File: config.mk
export PLATFORM = sky130hd
export DESIGN_NAME = fetch_sequencer
export DESIGN_NICKNAME = d
export VERILOG_FILES = /design/src/rtl/fetch_sequencer.sv
export SDC_FILE = /design/constraint.sdc
export NUM_CORES = 1
export LEC_CHECK = 0
export BUFFER_PORTS_ARGS = -buffer_cell sky130_fd_sc_hd__buf_2
export CORE_ASPECT_RATIO = 0.9
export CORE_MARGIN = 4
export CORE_UTILIZATION = 59
export CTS_BUF_LIST = sky130_fd_sc_hd__clkbuf_4 sky130_fd_sc_hd__clkbuf_8
export CTS_CLUSTER_SIZE = 24
export DETAILED_ROUTE_END_ITERATION = 12
export PLACE_DENSITY_LB_ADDON = 0.25
export SLEW_MARGIN = 30
export SYNTH_ARGS = -nofsm -noshare
export SYNTH_HDL_FRONTEND = slang
export SYNTH_SLANG_ARGS = --single-unit
File: constraint.sdc
create_clock -name clk -period 5.5 [get_ports clk]
set_clock_uncertainty 0.05 [all_clocks]
set_input_delay 0.825 -clock clk [delete_from_list [all_inputs] [get_ports clk]]
set_output_delay 0.825 -clock clk [all_outputs]
set_load 0.005 [all_outputs]
File: src/rtl/fetch_sequencer.sv
// fetch_sequencer
//   Sequences the fetch PC and the instruction-memory req/ack port. It issues
//   one request per instruction and hands the fetched word to decode. It
//   honours decode stall and applies jump/branch redirects, including
//   redirects that arrive while a fetch is still outstanding.
//
// Ports
//   clk, rst_n                  clock (rising edge), async active-low reset
//   imem_req, imem_addr         fetch request and address to instruction memory
//   imem_ack, imem_rdata        memory response strobe and instruction word
//   instr_valid, instr, instr_pc  delivered instruction towards decode
//   stall                       decode cannot accept; hold delivered instruction
//   jump, jump_target           unconditional redirect (higher priority)
//   branch_taken, branch_target taken-branch redirect
//   misalign                    sticky: a redirect target had bits[1:0] != 0
//   fault                       sticky: no ack within MAX_WAIT fetch cycles
module fetch_sequencer #(
    parameter int unsigned          ADDR_W     = 32,
    parameter logic [ADDR_W-1:0]    RESET_ADDR = '0,
    parameter int unsigned          MAX_WAIT   = 15
) (
    input  logic              clk,
    input  logic              rst_n,
    output logic              imem_req,
    output logic [ADDR_W-1:0] imem_addr,
    input  logic              imem_ack,
    input  logic [31:0]       imem_rdata,
    output logic              instr_valid,
    output logic [31:0]       instr,
    output logic [ADDR_W-1:0] instr_pc,
    input  logic              stall,
    input  logic              jump,
    input  logic [ADDR_W-1:0] jump_target,
    input  logic              branch_taken,
    input  logic [ADDR_W-1:0] branch_target,
    output logic              misalign,
    output logic              fault
);

    localparam int unsigned CNT_W = $clog2(MAX_WAIT + 1);

    typedef enum logic [1:0] {
        S_BOOT,
        S_FETCH,
        S_DELIVER,
        S_FAULT
    } state_t;

    state_t              state_q, state_d;
    logic [ADDR_W-1:0]   pc_q, pc_d;
    // Address currently presented to memory. It follows pc, except while a
    // killed request is still outstanding. In that case it keeps the old
    // address until the stale ack returns.
    logic [ADDR_W-1:0]   addr_q, addr_d;
    logic [31:0]         instr_q, instr_d;
    logic [ADDR_W-1:0]   ipc_q, ipc_d;
    logic                mis_q, mis_d;
    logic                fault_q, fault_d;
    logic                kill_q, kill_d;
    logic [CNT_W-1:0]    cnt_q, cnt_d;

    logic                redir;
    logic [ADDR_W-1:0]   raw_tgt;
    logic [ADDR_W-1:0]   tgt;
    logic                tgt_mis;

    always_comb begin
        redir   = jump | branch_taken;
        raw_tgt = jump ? jump_target : branch_target;
        tgt     = {raw_tgt[ADDR_W-1:2], 2'b00};
        tgt_mis = |raw_tgt[1:0];
    end

    always_ff @(posedge clk or negedge rst_n) begin
        if (!rst_n) begin
            state_q <= S_BOOT;
            pc_q    <= RESET_ADDR;
            addr_q  <= RESET_ADDR;
            instr_q <= '0;
            ipc_q   <= '0;
            mis_q   <= 1'b0;
            fault_q <= 1'b0;
            kill_q  <= 1'b0;
            cnt_q   <= '0;
        end else begin
            state_q <= state_d;
            pc_q    <= pc_d;
            addr_q  <= addr_d;
            instr_q <= instr_d;
            ipc_q   <= ipc_d;
            mis_q   <= mis_d;
            fault_q <= fault_d;
            kill_q  <= kill_d;
            cnt_q   <= cnt_d;
        end
    end

    always_comb begin
        state_d = state_q;
        pc_d    = pc_q;
        addr_d  = addr_q;
        instr_d = instr_q;
        ipc_d   = ipc_q;
        mis_d   = mis_q;
        fault_d = fault_q;
        kill_d  = kill_q;
        cnt_d   = cnt_q;

        case (state_q)
            S_BOOT: begin
                state_d = S_FETCH;
                cnt_d   = '0;
            end

            S_FETCH: begin
                if (imem_ack) begin
                    cnt_d = '0;
                    if (kill_q) begin
                        // Stale response for a redirected request: drop it
                        // and start issuing the redirected pc.
                        kill_d = 1'b0;
                        if (redir) begin
                            pc_d   = tgt;
                            addr_d = tgt;
                            mis_d  = mis_q | tgt_mis;
                        end else begin
                            addr_d = pc_q;
                        end
                    end else if (redir) begin
                        pc_d   = tgt;
                        addr_d = tgt;
                        mis_d  = mis_q | tgt_mis;
                    end else begin
                        instr_d = imem_rdata;
                        ipc_d   = pc_q;
                        pc_d    = pc_q + ADDR_W'(4);
                        addr_d  = pc_q + ADDR_W'(4);
                        state_d = S_DELIVER;
                    end
                end else begin
                    if (redir) begin
                        pc_d   = tgt;
                        kill_d = 1'b1;
                        mis_d  = mis_q | tgt_mis;
                    end
                    cnt_d = cnt_q + 1'b1;
                    if (cnt_q == CNT_W'(MAX_WAIT - 1)) begin
                        state_d = S_FAULT;
                        fault_d = 1'b1;
                    end
                end
            end

            S_DELIVER: begin
                if (!stall) begin
                    state_d = S_FETCH;
                    cnt_d   = '0;
                    if (redir) begin
                        pc_d   = tgt;
                        addr_d = tgt;
                        mis_d  = mis_q | tgt_mis;
                    end
                end
            end

            S_FAULT: begin
            end

            default: begin
                state_d = S_FAULT;
            end
        endcase
    end

    assign imem_req    = (state_q == S_FETCH);
    assign imem_addr   = addr_q;
    assign instr_valid = (state_q == S_DELIVER);
    assign instr       = instr_q;
    assign instr_pc    = ipc_q;
    assign misalign    = mis_q;
    assign fault       = fault_q;

endmodule

---- Word level (Yosys, flattened, before mapping) ----
Index checks and enable logic that the tools add are counted.
Widths: inputs -> output; s select.
storage, ports and cells
  flip-flop bits (word level) ............. 137
  bits of input ports ..................... 102
  output and inout bits ................... 100
  logic and storage cells ................. 62
operators by class
  add/subtract/negate cells ............... 2
  equality and inequality tests ........... 9
  mux-type cells .......................... 25
  bitwise operators ....................... 5
  reduce and logical (&&, ||, !) cells .... 12
operator list
  kind                   number
  $mux 32                9
  $pmux 32 s2            2
  $add 32x3->32 const B  1
  $pmux 4 s3             1
  $mux 2                 5
  $mux 4                 2
  $reduce_and 4->1       2
  $ne 3x3->1 const B     2
  $pmux 2 s3             1
  $reduce_and 2->1       3
  $reduce_and 5->1       1
  $add 4x1->4 const B    1
  $eq 4x4->1 const B     1
  $mux 1                 4
  $ne 2x1->1 const B     2
  $reduce_bool 2->1      2
  $ne 3x1->1 const B     1
  $not 1->1              3
  $reduce_and 3->1       1
  $reduce_bool 3->1      1
  $eq 2x1->1 const B     1
  $eq 2x2->1 const B     1
  $logic_not 2->1        1
  $ne 2x2->1 const B     1
  other kinds (3)        4

---- Longest topological paths before layout ----
  depth after elaboration ................. 6
  gate-level depth with buffers ........... 9
  mapped depth without buffers ............ 7

---- Worst setup path after synthesis ----
No wires, ideal clock.
  path type ............................... input port to flip-flop
  start point ............................. input jump
  end point ............................... register addr_q[24], in the netlist imem_addr[24]
  setup time .............................. 0.131 ns
  arrival time ............................ 2.308 ns
  data required time ...................... 5.319 ns
  setup slack ............................. 3.011 ns
  stages .................................. 9
  path buffers ............................ 4
  cell sequence ........................... buf_2 or2_2 clkbuf_1 o211ai_1 buf_6 clkbuf_1 nor2_1 a21oi_1 o21ai_0
on the way
  cells in the longest elaborated chain, start to end .. 5
  elaborated cells on any way between the ends .. 11
  classes of those cells .................. eq/ne: 1; mux: 8; bitwise: 1; reduce/logical: 1
RTL lines
  what                                          RTL line  RTL
  start: declaration                            32        input logic jump,
  $mux 32 / $or 1x1->1 (equally long branches)  69, 68
  $mux 32, on equally long branches             129, 158
  $mux 32                                       118       if (kill_q) begin
  $mux 32                                       116       if (imem_ack) begin
  $pmux 32 s2                                   109       case (state_q)
  end signal: assignment                        88        addr_q <= addr_d;
  end: declaration                              54        logic [ADDR_W-1:0] addr_q, addr_d;
Several ways; a longest one is shown, not always the timed one. The select of a mux whose other input is x is not followed.
A chain may end at the register's enable or synchronous reset.

---- Worst setup path in the final report ----
  start point ............................. register state_q[0]
  end point ............................... register ipc_q[13], in the netlist instr_pc[13]
on the way
  cells in the longest elaborated chain, start to end .. 2
RTL lines
  what                        RTL line  RTL
  start: declaration          49        state_t state_q, state_d;
  start signal: assignment    86        state_q <= state_d;
  $eq 2x1->1                  109
  $reduce_and 4->1 (no line)  n/a
  end signal: assignment      90        ipc_q <= ipc_d;
  end: declaration            56        logic [ADDR_W-1:0] ipc_q, ipc_d;
Every way passes these cells.

==> impl_metrics.sql <==
INSERT INTO impl_metrics (metric_group, metric, value, unit) VALUES
('cts', 'cts_made_buffers', '17', ''),
('synthesis', 'post_synth_and_or_nand_nor_area_fraction', '0.229', ''),
('grt', 'gr-total-overflow', '0', ''),
('cts', 'clockBufferDepth', '2', ''),
('synthesis', 'synth_edf_count', '0', ''),
('synthesis', 'synthAdderAreaFrac', '0.00514', ''),
('timing', 'finalCritPeriodShare', '0.552', ''),
('synthesis', 'async_reset_ff_frac', '1.00', ''),
('synthesis', 'synth_seq_area_share', '0.469', ''),
('detailed_routing', 'drtAntennaViolNets', '0', ''),
('critical_path', 'worst_setup_path_class', 'flop to flop', ''),
('finish', 'final-seq-area', '0.00343', 'mm2'),
('floorplanning', 'initial_core_util', '0.605', ''),
('finish', 'nFillCells', '971', ''),
('floorplanning', 'die_height', '114', 'um'),
('synthesis', 'synth_flop_cell', 'sky130_fd_sc_hd__dfrtp_1', ''),
('floorplanning', 'ioPinCount', '202', ''),
('placement', 'dpl_cell_area', '0.00830', 'mm2'),
('status', 'status', 'finished, final reports clean', ''),
('critical_path', 'setup.reg_to_reg.worst_slack', '2.46', 'ns'),
('synthesis', 'synth_xor_area_frac', '0.0324', ''),
('floorplanning', 'rows', '38', ''),
('cts', 'cts.htree.levels', '4', ''),
('cts', 'clock_tree_from_tritoncts', 'built', ''),
('run', 'maxCapViolCount', '0', ''),
('timing', 'max_slew_margin_vs_limit', '0.373', ''),
('placement', 'buffer_ports.inserted', '201', ''),
('cts', 'ctsRootBufferMaster', 'sky130_fd_sc_hd__clkbuf_8', ''),
('finish', 'most-common-layout-cells', 'sky130_fd_sc_hd__nand2_1 (254), sky130_fd_sc_hd__buf_2 (200), sky130_fd_sc_hd__dfrtp_1 (137)', ''),
('floorplanning', 'floorplan.die_area', '0.0142', 'mm2'),
('critical_path', 'worst-endpoint-required', '5.77', 'ns'),
('detailed_routing', 'totalWireLength', '20600', 'um'),
('synthesis', 'synth_top_family_by_area', 'simple AND/OR/NAND/NOR gates', ''),
('synthesis', 'post_synth_inst_count', '848', ''),
('cts', 'numClockSinks', '137', ''),
('floorplanning', 'core-area', '0.0121', 'mm2'),
('synthesis', 'synth_mux_area_frac', '0.0572', ''),
('timing', 'hold_violations', '0', ''),
('power_and_ir_drop', 'power.ir.vdd_worst', '0.000250', 'V'),
('detailed_routing', 'detail_route.first_pass.iterations', '6', ''),
('floorplanning', 'fp.dieW', '125', 'um'),
('critical_path', 'timing.critical_path.to_type', 'flop', ''),
('min_path', 'holdCritPathClass', 'primary input to asynchronous set/reset pin', ''),
('critical_path', 'start_kind', 'flop', ''),
('synthesis', 'postSynthRegisterBits', '137', ''),
('finish', 'area.growth.synth_to_final', '19.4', '%'),
('synthesis', 'post_synth_num_cell_types', '67', ''),
('grt', 'grt_first_pass_wirelength', '33100', 'um'),
('grt', 'grt_pass1_vias', '6517', ''),
('grt', 'antenna_found_initial', '0', ''),
('timing', 'worst-slew-pin-transition', '0.932', 'ns'),
('timing', 'timing_max_transition_violations_final', '0', ''),
('synthesis', 'ys.warnings.count', '0', ''),
('synthesis', 'synth.cell_area', '0.00730', 'mm2'),
('power_and_ir_drop', 'power_per_cell_area', '498', 'mW/mm2'),
('finish', 'multiInputGateArea', '0.00356', 'mm2'),
('cts', 'ctsResizeCount', '0', ''),
('critical_path', 'arrival', '3.30', 'ns'),
('detailed_routing', 'dr_total_vias', '6989', ''),
('finish', 'design.final.nets', '1125', ''),
('synthesis', 'synth_nets', '953', ''),
('finish', 'mostFrequentLayoutCell', 'sky130_fd_sc_hd__nand2_1', ''),
('detailed_routing', 'vias_per_cell', '5.86', ''),
('cts', 'cts_hold_buffers', '0', ''),
('synthesis', 'avgSynthCellArea', '8.61', 'um2'),
('grt', 'pin_count_of_the_biggest_net_entering_global_routing', '85', ''),
('timing', 'rsz0062_at_grt', 'no', ''),
('finish', 'final_cell_area', '0.00872', 'mm2'),
('cts', 'clkSlewWorstSetupHoldPaths', '0.08', 'ns'),
('finish', 'num_antenna_cells', '0', ''),
('timing', 'final.setup.tns', '0', 'ns');
## worst max-delay path: stages, from the launching register on
cell	delay [ns]
sky130_fd_sc_hd__dfrtp_1	0.44
sky130_fd_sc_hd__nand2b_1	0.47
sky130_fd_sc_hd__nand2_2	0.37
sky130_fd_sc_hd__nor2_1	0.51
sky130_fd_sc_hd__nand2_2	0.42
sky130_fd_sc_hd__buf_4	0.41
sky130_fd_sc_hd__nand2_1	0.13
sky130_fd_sc_hd__o21ai_0	0.08
## registers in the layout, summed over array words and instances, names as in the netlist
name       cells
instr_pc      32
instr         32
imem_addr     32
pc_q          32
misalign       1
cnt_q          4
state_q        2
kill_q         1
fault          1
## area by class of cell
cell class | instances | share of cell area
flip-flops and latches | 137 | 0.393
repair buffers | 210 | 0.124
clock buffers | 19 | 0.0286
well taps | 160 | 0.0230
inverters | 9 | 0.00388
clock inverters | 13 | 0.0194
multi-input cells | 645 | 0.408
## synthesized netlist by cell type, drive strengths merged, types with 5 or more instances
cell type	instances	area (um2)
a21oi	57	285
a31o	5	43.8
buf	16	83.8
clkbuf	41	218
dfrtp	137	3430
inv	9	33.8
mux2	14	158
mux2i	26	260
nand2	256	963
nand3	14	75.1
nand4	9	62.6
nor2	54	203
nor2b	6	37.5
nor3	21	116
o21ai	59	295
o22a	7	61.3
o31ai	8	60.1
o32ai	7	61.3
xnor2	17	149
xor2	10	87.6
## power by group
part           total (mW)  switching (mW)  internal [mW]
combinational        1.58           0.879          0.701
sequential           1.88           0.433           1.44
clock               0.883           0.421          0.462
total                4.34            1.73           2.61
## metrics by stage
| stage | std cells | worst slack (ns) | power (mW) | util | hold slack, ns |
|---|---|---|---|---|---|
| 3_5_place_dp | 1161 | 2.17 | 3.44 | 0.687 | 0.401 |
| 2_1_floorplan | 848 | 3.01 | 2.81 | - | 0.404 |
| 3_3_place_gp | 1161 | 2.27 | 3.39 | 0.687 | 0.404 |
| 6_report | 1193 | 2.46 | 4.34 | 0.722 | 0.354 |
| 5_1_grt | 1193 | 2.29 | 4.65 | 0.722 | 0.396 |
| 4_1_cts | 1193 | 2.57 | 4.33 | 0.722 | 0.382 |
## routing by layer
metal  wire (um)  GRT usage  part of all wire  up-vias
met4         481     0.0954             0.023        0
met1        8780      0.405              0.43     3316
met5           0          0                 0        -
met2        9180      0.428              0.45      356
li1            -          -                 -     3264
met3        2170     0.0885              0.11       53
## path summary, 6_finish.rpt
check / start / endpoint / cells past startpoint
worst max-delay path: state_q[0] / instr_pc[13] / 7
max in group asynchronous: rst_n / instr_pc[13] / 2
worst max register to register: state_q[0] / instr_pc[13] / 7
worst min register to register: instr_pc[0] / instr_pc[0] / 2
worst min-delay path: rst_n / instr[0] / 1
min in group clk: instr_pc[0] / instr_pc[0] / 2
## kinds of logic (layout without fill, tap and decap cells)
logic type               Yosys count  after routing
AO/OA/AOI/OAI                    187            187
flip-flops                       137            137
XOR/XNOR                          27             27
buffers and inverters             66            251
multiplexers                      40             40
AND/OR/NAND/NOR                  388            388
adder cells (fa/ha/maj)            3              3
No activity file was read; power rests on OpenSTA's default activity.
